**src/rtl/exec_pkg.sv**
```systemverilog
// exec_pkg -- shared definitions for the inst_exec_core codebase slice.
// Holds the instruction field positions, the M/D opcode codes, the address
// of the memory-mapped Tx port and the core state encoding.
package exec_pkg;

  localparam int PC_W   = 4;
  localparam int INST_W = 10;
  localparam int ADDR_W = 5;

  // Instruction field positions
  localparam int M_HI    = 9;
  localparam int M_LO    = 8;
  localparam int D_HI    = 7;
  localparam int D_LO    = 6;
  localparam int S_BIT   = 5;
  localparam int SUB_BIT = 2;
  localparam int IMM_HI  = 3;
  localparam int IMM_LO  = 0;
  localparam int ADDR_HI = 4;
  localparam int ADDR_LO = 0;

  // M codes (mode); M=11 is both memory access (S=1) and jump-if-zero (S=0)
  localparam logic [1:0] M_ALU = 2'b00;
  localparam logic [1:0] M_JC  = 2'b01;
  localparam logic [1:0] M_JMP = 2'b10;
  localparam logic [1:0] M_MEM = 2'b11;
  localparam logic [1:0] M_JZ  = 2'b11;

  // D codes (destination); D=11 is store (S=1) or jump (S=0)
  localparam logic [1:0] D_RA = 2'b00;
  localparam logic [1:0] D_RB = 2'b01;
  localparam logic [1:0] D_RO = 2'b10;
  localparam logic [1:0] D_ST = 2'b11;

  localparam logic [ADDR_W-1:0] TX_ADDR = 5'd16;

  typedef enum logic [1:0] {
    ST_RUN     = 2'd0,
    ST_TX_WAIT = 2'd1,
    ST_HALT    = 2'd2
  } exec_state_e;

endpackage

```
**src/rtl/exec_dmem.sv**
```systemverilog
// exec_dmem -- data memory for inst_exec_core.
// One synchronous write port and one combinational read port, DEPTH words
// at addresses 0..DEPTH-1. Addresses at or above DEPTH read as zero and
// writes to them are dropped. Contents are not reset.
// Ports:
//   clk     : clock, write on rising edge
//   we_i    : write enable
//   waddr_i : write address (5-bit store address space)
//   wdata_i : write data
//   raddr_i : read address (5-bit load address space)
//   rdata_o : read data, combinational
module exec_dmem
  import exec_pkg::*;
#(
  parameter int DATA_W = 8,
  parameter int DEPTH  = 16
) (
  input  logic              clk,
  input  logic              we_i,
  input  logic [ADDR_W-1:0] waddr_i,
  input  logic [DATA_W-1:0] wdata_i,
  input  logic [ADDR_W-1:0] raddr_i,
  output logic [DATA_W-1:0] rdata_o
);

  localparam int IDX_W = (DEPTH > 1) ? $clog2(DEPTH) : 1;

  logic [DATA_W-1:0] mem_q [DEPTH];
  logic              rd_hit;
  logic              wr_hit;

  assign rd_hit = (int'(raddr_i) < DEPTH);
  assign wr_hit = (int'(waddr_i) < DEPTH);

  always_ff @(posedge clk) begin
    if (we_i && wr_hit) begin
      mem_q[waddr_i[IDX_W-1:0]] <= wdata_i;
    end
  end

  assign rdata_o = rd_hit ? mem_q[raddr_i[IDX_W-1:0]] : '0;

endmodule

```
**src/rtl/inst_exec_core.sv**
```systemverilog
// inst_exec_core -- single-cycle instruction execution core with a
// memory-mapped, ready/valid Tx port.
// One instruction per cycle from a combinational program ROM; a store to the
// Tx address stalls in TX_WAIT until the sink accepts the byte.
// Optional feature: define EXEC_HALT_DETECT_EN to make an unconditional jump
// to the current pc enter a HALT state (halted=1, everything frozen until
// reset). Without it the jump simply loops and halted is tied low.
// Ports:
//   clk      : clock
//   rst_n    : synchronous active-low reset
//   pc       : program ROM address
//   inst     : instruction at pc (same cycle)
//   tx_data  : Tx byte, stable while tx_valid=1
//   tx_valid : Tx byte valid
//   tx_ready : Tx sink accepts
//   ro       : output register Ro
//   halted   : core stopped
module inst_exec_core
  import exec_pkg::*;
#(
  parameter int DATA_W     = 8,
  parameter int DMEM_DEPTH = 16
) (
  input  logic              clk,
  input  logic              rst_n,
  output logic [PC_W-1:0]   pc,
  input  logic [INST_W-1:0] inst,
  output logic [DATA_W-1:0] tx_data,
  output logic              tx_valid,
  input  logic              tx_ready,
  output logic [DATA_W-1:0] ro,
  output logic              halted
);

  exec_state_e       state_q, state_d;
  logic [PC_W-1:0]   pc_q, pc_d, pc_inc;
  logic [DATA_W-1:0] ra_q, ra_d, rb_q, rb_d, ro_q, ro_d, txd_q, txd_d;
  logic              c_q, c_d, z_q, z_d, txv_q, txv_d;

  logic [1:0]        m_f, d_f;
  logic              s_f, sub_f;
  logic [PC_W-1:0]   imm_f;
  logic [ADDR_W-1:0] addr_f;

  logic              is_alu, is_ldi, is_mov, is_ld, is_st, is_jmp;
  logic              jmp_take, st_tx, reg_we, dmem_we;
  logic [DATA_W:0]   alu_res;
  logic [DATA_W-1:0] reg_wval, dmem_rdata;

  // Carry of a+b, or of a+~b+1 for subtract (carry=1 means no borrow).
  function automatic logic [DATA_W:0] addsub(input logic [DATA_W-1:0] a,
                                             input logic [DATA_W-1:0] b,
                                             input logic              sub);
    logic [DATA_W-1:0] bb;
    bb = sub ? ~b : b;
    return {1'b0, a} + {1'b0, bb} + (DATA_W+1)'(sub);
  endfunction

  // ---- decode ----
  assign m_f    = inst[M_HI:M_LO];
  assign d_f    = inst[D_HI:D_LO];
  assign s_f    = inst[S_BIT];
  assign sub_f  = inst[SUB_BIT];
  assign imm_f  = inst[IMM_HI:IMM_LO];
  assign addr_f = inst[ADDR_HI:ADDR_LO];

  assign is_alu = (m_f == M_ALU) && ((d_f == D_RA) || (d_f == D_RB)) && !s_f;
  assign is_ldi = (m_f == M_ALU) && ((d_f == D_RA) || (d_f == D_RB)) &&  s_f;
  assign is_mov = (m_f == M_ALU) && (d_f == D_RO);
  assign is_ld  = (m_f == M_MEM) && ((d_f == D_RA) || (d_f == D_RB)) &&  s_f;
  assign is_st  = (m_f == M_MEM) && (d_f == D_ST) &&  s_f;
  assign is_jmp = (d_f == D_ST) && !s_f;

  assign jmp_take = (m_f == M_JMP) || ((m_f == M_JC) && c_q) || ((m_f == M_JZ) && z_q);
  assign st_tx    = is_st && (addr_f == TX_ADDR);

  assign alu_res = addsub(ra_q, rb_q, sub_f);
  assign reg_we  = is_alu || is_ldi || is_ld;

  always_comb begin
    reg_wval = dmem_rdata;
    if (is_alu) begin
      reg_wval = alu_res[DATA_W-1:0];
    end else if (is_ldi) begin
      reg_wval = DATA_W'(imm_f);
    end
  end

  // Out-of-range store addresses are filtered inside the memory.
  assign dmem_we = (state_q == ST_RUN) && is_st && !st_tx;

  exec_dmem #(
    .DATA_W (DATA_W),
    .DEPTH  (DMEM_DEPTH)
  ) u_dmem (
    .clk     (clk),
    .we_i    (dmem_we),
    .waddr_i (addr_f),
    .wdata_i (ra_q),
    .raddr_i (addr_f),
    .rdata_o (dmem_rdata)
  );

`ifdef EXEC_HALT_DETECT_EN
  logic self_jump;
  assign self_jump = is_jmp && (m_f == M_JMP) && (imm_f == pc_q);
`endif

  // ---- execute / next state ----
  assign pc_inc = pc_q + PC_W'(1);

  always_comb begin
    state_d = state_q;
    pc_d    = pc_q;
    ra_d    = ra_q;
    rb_d    = rb_q;
    ro_d    = ro_q;
    c_d     = c_q;
    z_d     = z_q;
    txd_d   = txd_q;
    txv_d   = txv_q;
    case (state_q)
      ST_RUN: begin
        pc_d = pc_inc;
        if (reg_we) begin
          if (d_f == D_RA) begin
            ra_d = reg_wval;
          end else begin
            rb_d = reg_wval;
          end
        end
        if (is_alu) begin
          c_d = alu_res[DATA_W];
          z_d = (alu_res[DATA_W-1:0] == '0);
        end
        if (is_mov) begin
          ro_d = ra_q;
        end
        // Tx store: latch the byte and hold pc on the store until accepted,
        // so the handshake cycle is always a separate cycle.
        if (st_tx) begin
          txd_d   = ra_q;
          txv_d   = 1'b1;
          pc_d    = pc_q;
          state_d = ST_TX_WAIT;
        end
        if (is_jmp && jmp_take) begin
          pc_d = imm_f;
`ifdef EXEC_HALT_DETECT_EN
          if (self_jump) begin
            state_d = ST_HALT;
          end
`endif
        end
      end
      ST_TX_WAIT: begin
        if (txv_q && tx_ready) begin
          txv_d   = 1'b0;
          pc_d    = pc_inc;
          state_d = ST_RUN;
        end
      end
`ifdef EXEC_HALT_DETECT_EN
      ST_HALT: begin
      end
`endif
      default: begin
        state_d = ST_RUN;
      end
    endcase
  end

  // ---- state registers ----
  always_ff @(posedge clk) begin
    if (!rst_n) begin
      state_q <= ST_RUN;
      pc_q    <= '0;
      ra_q    <= '0;
      rb_q    <= '0;
      ro_q    <= '0;
      c_q     <= 1'b0;
      z_q     <= 1'b0;
      txd_q   <= '0;
      txv_q   <= 1'b0;
    end else begin
      state_q <= state_d;
      pc_q    <= pc_d;
      ra_q    <= ra_d;
      rb_q    <= rb_d;
      ro_q    <= ro_d;
      c_q     <= c_d;
      z_q     <= z_d;
      txd_q   <= txd_d;
      txv_q   <= txv_d;
    end
  end

  assign pc       = pc_q;
  assign tx_data  = txd_q;
  assign tx_valid = txv_q;
  assign ro       = ro_q;

`ifdef EXEC_HALT_DETECT_EN
  assign halted = (state_q == ST_HALT);
`else
  assign halted = 1'b0;
`endif

endmodule

```
**config.mk**
```make
export PLATFORM = sky130hd
export DESIGN_NAME = inst_exec_core
export DESIGN_NICKNAME = d
export VERILOG_FILES = /design/src/rtl/exec_pkg.sv /design/src/rtl/exec_dmem.sv /design/src/rtl/inst_exec_core.sv
export SDC_FILE = /design/constraint.sdc
export NUM_CORES = 1
export LEC_CHECK = 0
export CORE_UTILIZATION = 64
export DETAILED_ROUTE_END_ITERATION = 16
export PLACE_DENSITY = 0.82
export SYNTH_ARGS = -nofsm -noshare
export SYNTH_HDL_FRONTEND = slang
export SYNTH_SLANG_ARGS = --single-unit
```
**constraint.sdc**
```tcl
create_clock -name clk -period 6.6 [get_ports clk]
set_clock_uncertainty 0.2 [all_clocks]
set_input_delay 1.32 -clock clk [delete_from_list [all_inputs] [get_ports clk]]
set_output_delay 1.32 -clock clk [all_outputs]
set_load 0.1 [all_outputs]
```
==> results of run 1 <==
-- metrics by stage --
step	cells	worst slack, ns	hold slack, ns
2_1_floorplan	470	2.94	0.295
3_3_place_gp	619	2.22	0.276
3_5_place_dp	619	2.15	0.289
4_1_cts	649	2.65	0.310
5_1_grt	649	2.45	0.343
6_report	649	2.60	0.302
-- layout by cell type (no fill, tap or decap), types with 2 or more instances in the layout --
cell type / n
o21ai_1: 4
o211ai_1: 2
clkdlybuf4s50_1: 31
a21o_1: 5
bufinv_16: 4
nor3_1: 7
nand2_1: 13
buf_2: 2
a211oi_1: 3
and3b_1: 2
mux2i_1: 31
nand3b_1: 4
mux4_2: 33
inv_1: 8
clkinv_1: 2
nand2b_1: 4
or4_1: 2
a21oi_1: 22
nor2_1: 50
edfxtp_1: 128
or3_1: 5
and3_1: 3
nand3_1: 7
xor2_1: 11
o22ai_1: 4
dfxtp_1: 39
inv_6: 4
buf_4: 5
o21ai_0: 21
clkbuf_16: 16
a31oi_1: 7
ha_1: 10
-- registers in the layout, summed over array words and instances, names as in the netlist --
name,cells
c_q,1
z_q,1
pc,4
ro,8
tx_data,8
rb_q,8
ra_q,8
u_dmem.mem_q,128
tx_valid,1
-- power groups by stage --
stage	Combinational [mW]	Sequential [mW]	Clock (mW)
after floorplan	0.107	1.18	0
after global placement	0.156	1.18	0
after detailed placement	0.159	1.18	0
after CTS	0.163	1.15	1.01
after global routing	0.176	1.16	1.05
final	0.164	1.15	1.01
-- path summary, 6_finish.rpt --
path	startpoint	to	slack [ns]
setup / recovery	inst[2]	rb_q[6]	2.60
hold / removal	ro[3]	ro[3]	0.30
setup reg to reg	ra_q[0]	rb_q[6]	3.66
hold reg to reg	ro[3]	ro[3]	0.30
-- routing by layer --
layer / track usage (%) / vias up / share of wire, %
li1: - / 1870 / -
met1: 37.9 / 2126 / 40
met2: 50.7 / 188 / 53
met3: 4.38 / 21 / 5.8
met4: 11.1 / 0 / 1.6
met5: 0 / - / 0
-- cell families after synthesis --
logic type      Yosys count  synth area share [%]
other cells               1                0.0531
simple gates            105                  7.16
mux                      65                  15.1
fa+ha+maj                11                  2.05
xor+xnor                 12                  1.49
buf+inv                  33                  2.27
compound gates           76                  6.45
flops                   167                  65.5
-- Yosys cell counts, types with 2 or more instances --
master and instances:
a21oi_1 22, or3_1 5, nand3b_1 4, xor2_1 11, a21o_1 5, buf_6 2, ha_1 10, and3_1 3
o21ai_0 21, nor2_1 50, buf_2 5, a31oi_1 7, clkbuf_1 13, buf_4 4, nand2_1 13, nor3_1 7
dfxtp_1 39, inv_1 8, nand3_1 7, nand2b_1 4, o22ai_1 4, edfxtp_1 128, and3b_1 2, mux4_2 33
or4_1 2, a211oi_1 3, mux2i_1 31, o21ai_1 4, o211ai_1 2
-- cell type report --
| cell class | instances | area, um2 | area share (%) |
|---|---|---|---|
| Sequential cell | 167 | 4620 | 57.4 |
| Multi-Input combinational cell | 270 | 2280 | 28.3 |
| Clock buffer | 18 | 418 | 5.19 |
| Timing Repair Buffer | 38 | 358 | 4.44 |
| Clock inverter | 12 | 175 | 2.17 |
| Tap cell | 136 | 170 | 2.11 |
| Inverter | 8 | 30.0 | 0.373 |
-- critical path, delay by kind of cell --
family	cells	cell delay, ns
compound gates	4	0.70
xor+xnor	1	0.29
fa+ha+maj	1	0.44
buf+inv	2	1.15
simple gates	1	0.26
==> results.tsv, run 1 <==
metric	value	unit
static leakage	2.78	nW
top-area cell type share of the netlist area	54.4	%
largest net degree at the start of global routing	43	
Hold Path Class	flop to flop	
CP cell instances	clkdlybuf4s50_1, xor2_1, inv_1, fa_1, and3b_1, o211a_1, o21ai_0, a31oi_1, a21oi_1	
fin area	8060	um2
Syn Std Cell Area	7060	um2
H-tree levels	4	
combinational fraction of design power	7.1	%
#FFs+latches synth	167	
Placement Rows	37	
Post-Synthesis Mean Instance Area	15.0	um2
NumNets Final	526	
Root Driver	clkbuf_8	
crit share post-route	60.6	%
hold_buf cts	0	
initial antenna violation count	0	
ANT cells	0	
WL/cell	23.7	um
status	finished clean	
number of flops mapped to enable cells by yosys	128	
Main synth FF type	edfxtp_1	
initial core utilization	67.2	%
Top Ports	35	
Layout fillers	588	
relative slew slack	26.3	%
first-pass iteration count of the detailed router	5	
WP data arrival	4.17	ns
hold path depth	2	
first-pass GRT wire length	24000	um
VDD IR-drop max	0.206	mV
maximum root-to-sink buffer count	2	
post-cts resize count	0	
power per cell area	289	nW/um2
CP startpoint kind	input pin	
Setup crit end kind	flop	
register area share after synthesis	65.5	%
global placement routability congestion	0.910	
clock power share	43.3	%
depth of the worst register-to-register path	7	
IO Port Bufs	33	
Synth area leader	edfxtp_1	
Worst-path clk slew	0.06	ns
height of the chip	107	um
CTS buffer count	17	
GR Overflow Total	0	
Placement Cell Area	7460	um2
Remaining DRCs	0	
Async S/R FF share, synth	0	%
CP required	6.77	ns
sw frac	22.2	%
final setup violation count	0	
post-DP HPWL	9270	um
Pwr Total	2.33	mW
postcts setup bufs	0	
RSZ-0062 raised after global routing	false	
Layout area overhead	14.0	%
Total Routing Usage GR	29.4	%
Worst Max-Slew Pin Slew	1.10	ns
Power Internal	1.81	mW
fin crit period	4.00	ns
synth top area cells	edfxtp_1 54%, dfxtp_1 11%, mux4_2 11%	
P_sw	0.517	mW
Die Span X	107	um
CTS tree	yes	
Sequential Power Share	49.6	%
Cell variety after synth	50	
vias in the first global route	4284	
clk sinks	167	
Critical Path Max Stage Delay	1.02	ns
Synth Instances	470	
Fmax	250	MHz
crit path max-delay cell type	clkdlybuf4s50_1	
Post-Route WL	15400	um
worst-skew pair later-pin latency	0.53	ns
post-route ant nets	0	
Mapped Nets	494	
max-cap violations	0	
hold violation count in the final report	0	
core area	10500	um2
Die Area	11500	um2
share of cells above drive strength 1	14.2	%
critical path type	input pin to flop	
crit-path max FO	18	
Ys Warns	0	
Final Util	76.7	%
routed vias/inst	6.48	
routed via count	4205	
max-slew violation count	0	
drt initial violations	424	
Fin Setup TNS	0	ns
No activity file was read; power rests on OpenSTA's default activity.
==> inputs of run 2 (changes only) <==
--- a/config.mk
+++ b/config.mk
@@ -5,9 +5,9 @@
 export SDC_FILE = /design/constraint.sdc
 export NUM_CORES = 1
 export LEC_CHECK = 0
-export CORE_UTILIZATION = 64
+export CORE_UTILIZATION = 60
 export DETAILED_ROUTE_END_ITERATION = 16
-export PLACE_DENSITY = 0.82
+export PLACE_DENSITY = 0.78
 export SYNTH_ARGS = -nofsm -noshare
 export SYNTH_HDL_FRONTEND = slang
 export SYNTH_SLANG_ARGS = --single-unit
==> constraint.sdc (replaced) <==
create_clock -name clk -period 4.19 [get_ports clk]
set_clock_uncertainty 0.2 [all_clocks]
set_input_delay 0.838 -clock clk [delete_from_list [all_inputs] [get_ports clk]]
set_output_delay 0.838 -clock clk [all_outputs]
set_load 0.1 [all_outputs]
==> run 2 against run 1 <==
  * First-iteration DRC count down 32%
  * Global-route usage down 3.7 points
  * Combinational power up 60%
  * Cell area grew 2.3%
  * Sequential share of layout area fell by 1.3 points
  * Sequential power is 58% higher
  * Total power rose by 58%
  * Via count fell by 0.38%
  * Setup slack got worse by 1.7 ns
  * Cell count grew 4.6%
  * Critical path depth decreased by 1
  * Die area is 6.5% higher
==> results.tsv, run 2 (synthesized netlist as in run 1, its figures left out) <==
metric	value	unit	change
fin crit period	3.30	ns	
Fmax	303	MHz	
max reg flops	128		unchanged
routed via count	4189		was 4,205
post-cts resize count	0		unchanged
Remaining DRCs	0		unchanged
first-pass iteration count of the detailed router	5		unchanged
max-cap violations	0		unchanged
Reg2Reg Setup Slack	1.36	ns	was 3.66 ns
Pwr Total	3.68	mW	was 2.33 mW
multi-input logic area	2280	um2	unchanged
initial antenna violation count	0		unchanged
DP Cell Count	647		was 619
Setup crit end kind	flop		unchanged
post-DP HPWL	9380	um	was 9270 um
most common cell after layout, fill and taps aside	edfxtp_1		unchanged
postcts setup bufs	0		unchanged
critical path type	input pin to flop		unchanged
power per cell area	447	nW/um2	was 289 nW/um2
Worst-path clk slew	0.06	ns	about the same
WL/cell	21.6	um	was 23.7 um
Placement Cell Area	7630	um2	was 7460 um2
most frequent cells in the layout	128 x edfxtp_1, 50 x nor2_1, 39 x dfxtp_1		unchanged
GR Overflow Total	0		unchanged
combinational fraction of design power	7.1	%	about the same
Layout area overhead	16.6	%	was 14.0%
Fin Setup TNS	0	ns	unchanged
P_sw	0.800	mW	was 0.517 mW
non-filler cells, final	679		was 649
RSZ-0062 raised after global routing	false		unchanged
core area	11500	um2	was 10,500 um2
crit share post-route	78.9	%	
CTS buffer count	17		unchanged
VDD IR-drop max	0.350	mV	was 0.206 mV
Worst Max-Slew Pin Slew	0.999	ns	was 1.10 ns
share of cells above drive strength 1	17.4	%	was 14.2%
H-tree levels	4		unchanged
sw frac	21.7	%	was 22.2%
Total Routing Usage GR	25.7	%	was 29.4%
relative slew slack	33.2	%	was 26.3%
IO Port Bufs	33		unchanged
Die Span X	111	um	was 107 um
Root Driver	clkbuf_16		was clkbuf_8
ANT cells	0		unchanged
Reg area	4620	um2	unchanged
worst-skew pair later-pin latency	0.43	ns	was 0.53 ns
global placement routability congestion	0.833		was 0.910
CP required	4.29	ns	was 6.77 ns
hold violation count in the final report	0		unchanged
clock power share	43.6	%	was 43.3%
Sequential Power Share	49.3	%	was 49.6%
first-pass GRT wire length	23100	um	was 24,000 um
post-route ant nets	0		unchanged
static leakage	2.90	nW	was 2.78 nW
Power Internal	2.88	mW	was 1.81 mW
vias in the first global route	4161		was 4,284
NumNets Final	547		was 526
Die Area	12200	um2	was 11,500 um2
drt initial violations	288		was 424
max-slew violation count	0		unchanged
routed vias/inst	6.17		was 6.48
clk sinks	167		unchanged
Layout fillers	707		was 588
final setup violation count	0		unchanged
largest net degree at the start of global routing	28		was 43
height of the chip	111	um	was 107 um
crit-path max FO	11		was 18
Top Ports	35		unchanged
hold_buf cts	0		unchanged
status	finished clean		unchanged
CTS tree	yes		unchanged
fin area	8240	um2	was 8060 um2
Post-Route WL	14700	um	was 15,400 um
CP startpoint kind	input pin		unchanged
WP data arrival	3.41	ns	was 4.17 ns
Placement Rows	39		was 37
Hold Path Class	flop to flop		unchanged
Final Util	71.8	%	was 76.7%
maximum root-to-sink buffer count	2		unchanged
initial core utilization	61.6	%	was 67.2%
run 2: changes by cell type in the layout (fill, tap and decap cells not counted), moves of 2 or more:
| cell | previous run | this run |
|---|---|---|
| clkinv_4 | 0 | 2 |
| clkinv_1 | 2 | 4 |
| inv_6 | 4 | 1 |
| buf_4 | 5 | 26 |
run 2: stage by stage:
step | setup WS [ns] | hold WS, ns
floorplan | 1.01 | 0.295
global placement | 0.557 | 0.277
detailed placement | 0.465 | 0.275
CTS | 0.911 | 0.304
global route | 0.731 | 0.336
finish | 0.885 | 0.304
run 2: layout make-up:
type | instances | area share [%]
multi-input cells | 270 | 27.7
clock inverters | 13 | 2.16
flip-flops and latches | 167 | 56.1
repair buffers | 59 | 6.26
well taps | 143 | 2.17
clock buffers | 19 | 5.25
inverters | 8 | 0.364
run 2: worst paths after layout:
| kind | from | to | cells past startpoint |
|---|---|---|---|
| worst min-delay path | tx_data[0] | tx_data[0] | 2 |
| worst max register to register | ra_q[0] | z_q | 7 |
| worst min register to register | tx_data[0] | tx_data[0] | 2 |
| worst max-delay path | inst[2] | ra_q[6] | 8 |
run 2: critical path, cell delays in order:
cell	delay [ns]
clkdlybuf4s50_1	0.72
mux2i_1	0.43
fa_1	0.28
and3b_1	0.20
o211a_1	0.24
or3_1	0.36
a31oi_1	0.23
a21oi_1	0.10
run 2: power groups by stage:
stage | clock network [mW] | logic [mW] | registers (mW)
CTS | 1.62 | 0.262 | 1.82
finish | 1.61 | 0.262 | 1.82
floorplan | 0 | 0.169 | 1.86
global route | 1.69 | 0.285 | 1.82
detailed placement | 0 | 0.260 | 1.85
global placement | 0 | 0.256 | 1.85
run 2: per-layer routing:
metal,vias up,wire length [um],GRT usage (%)
met3,19,1010,5.54
li1,1923,-,-
met4,0,217,8.89
met2,162,7200,40.8
met5,-,0,0
met1,2085,6250,35.6
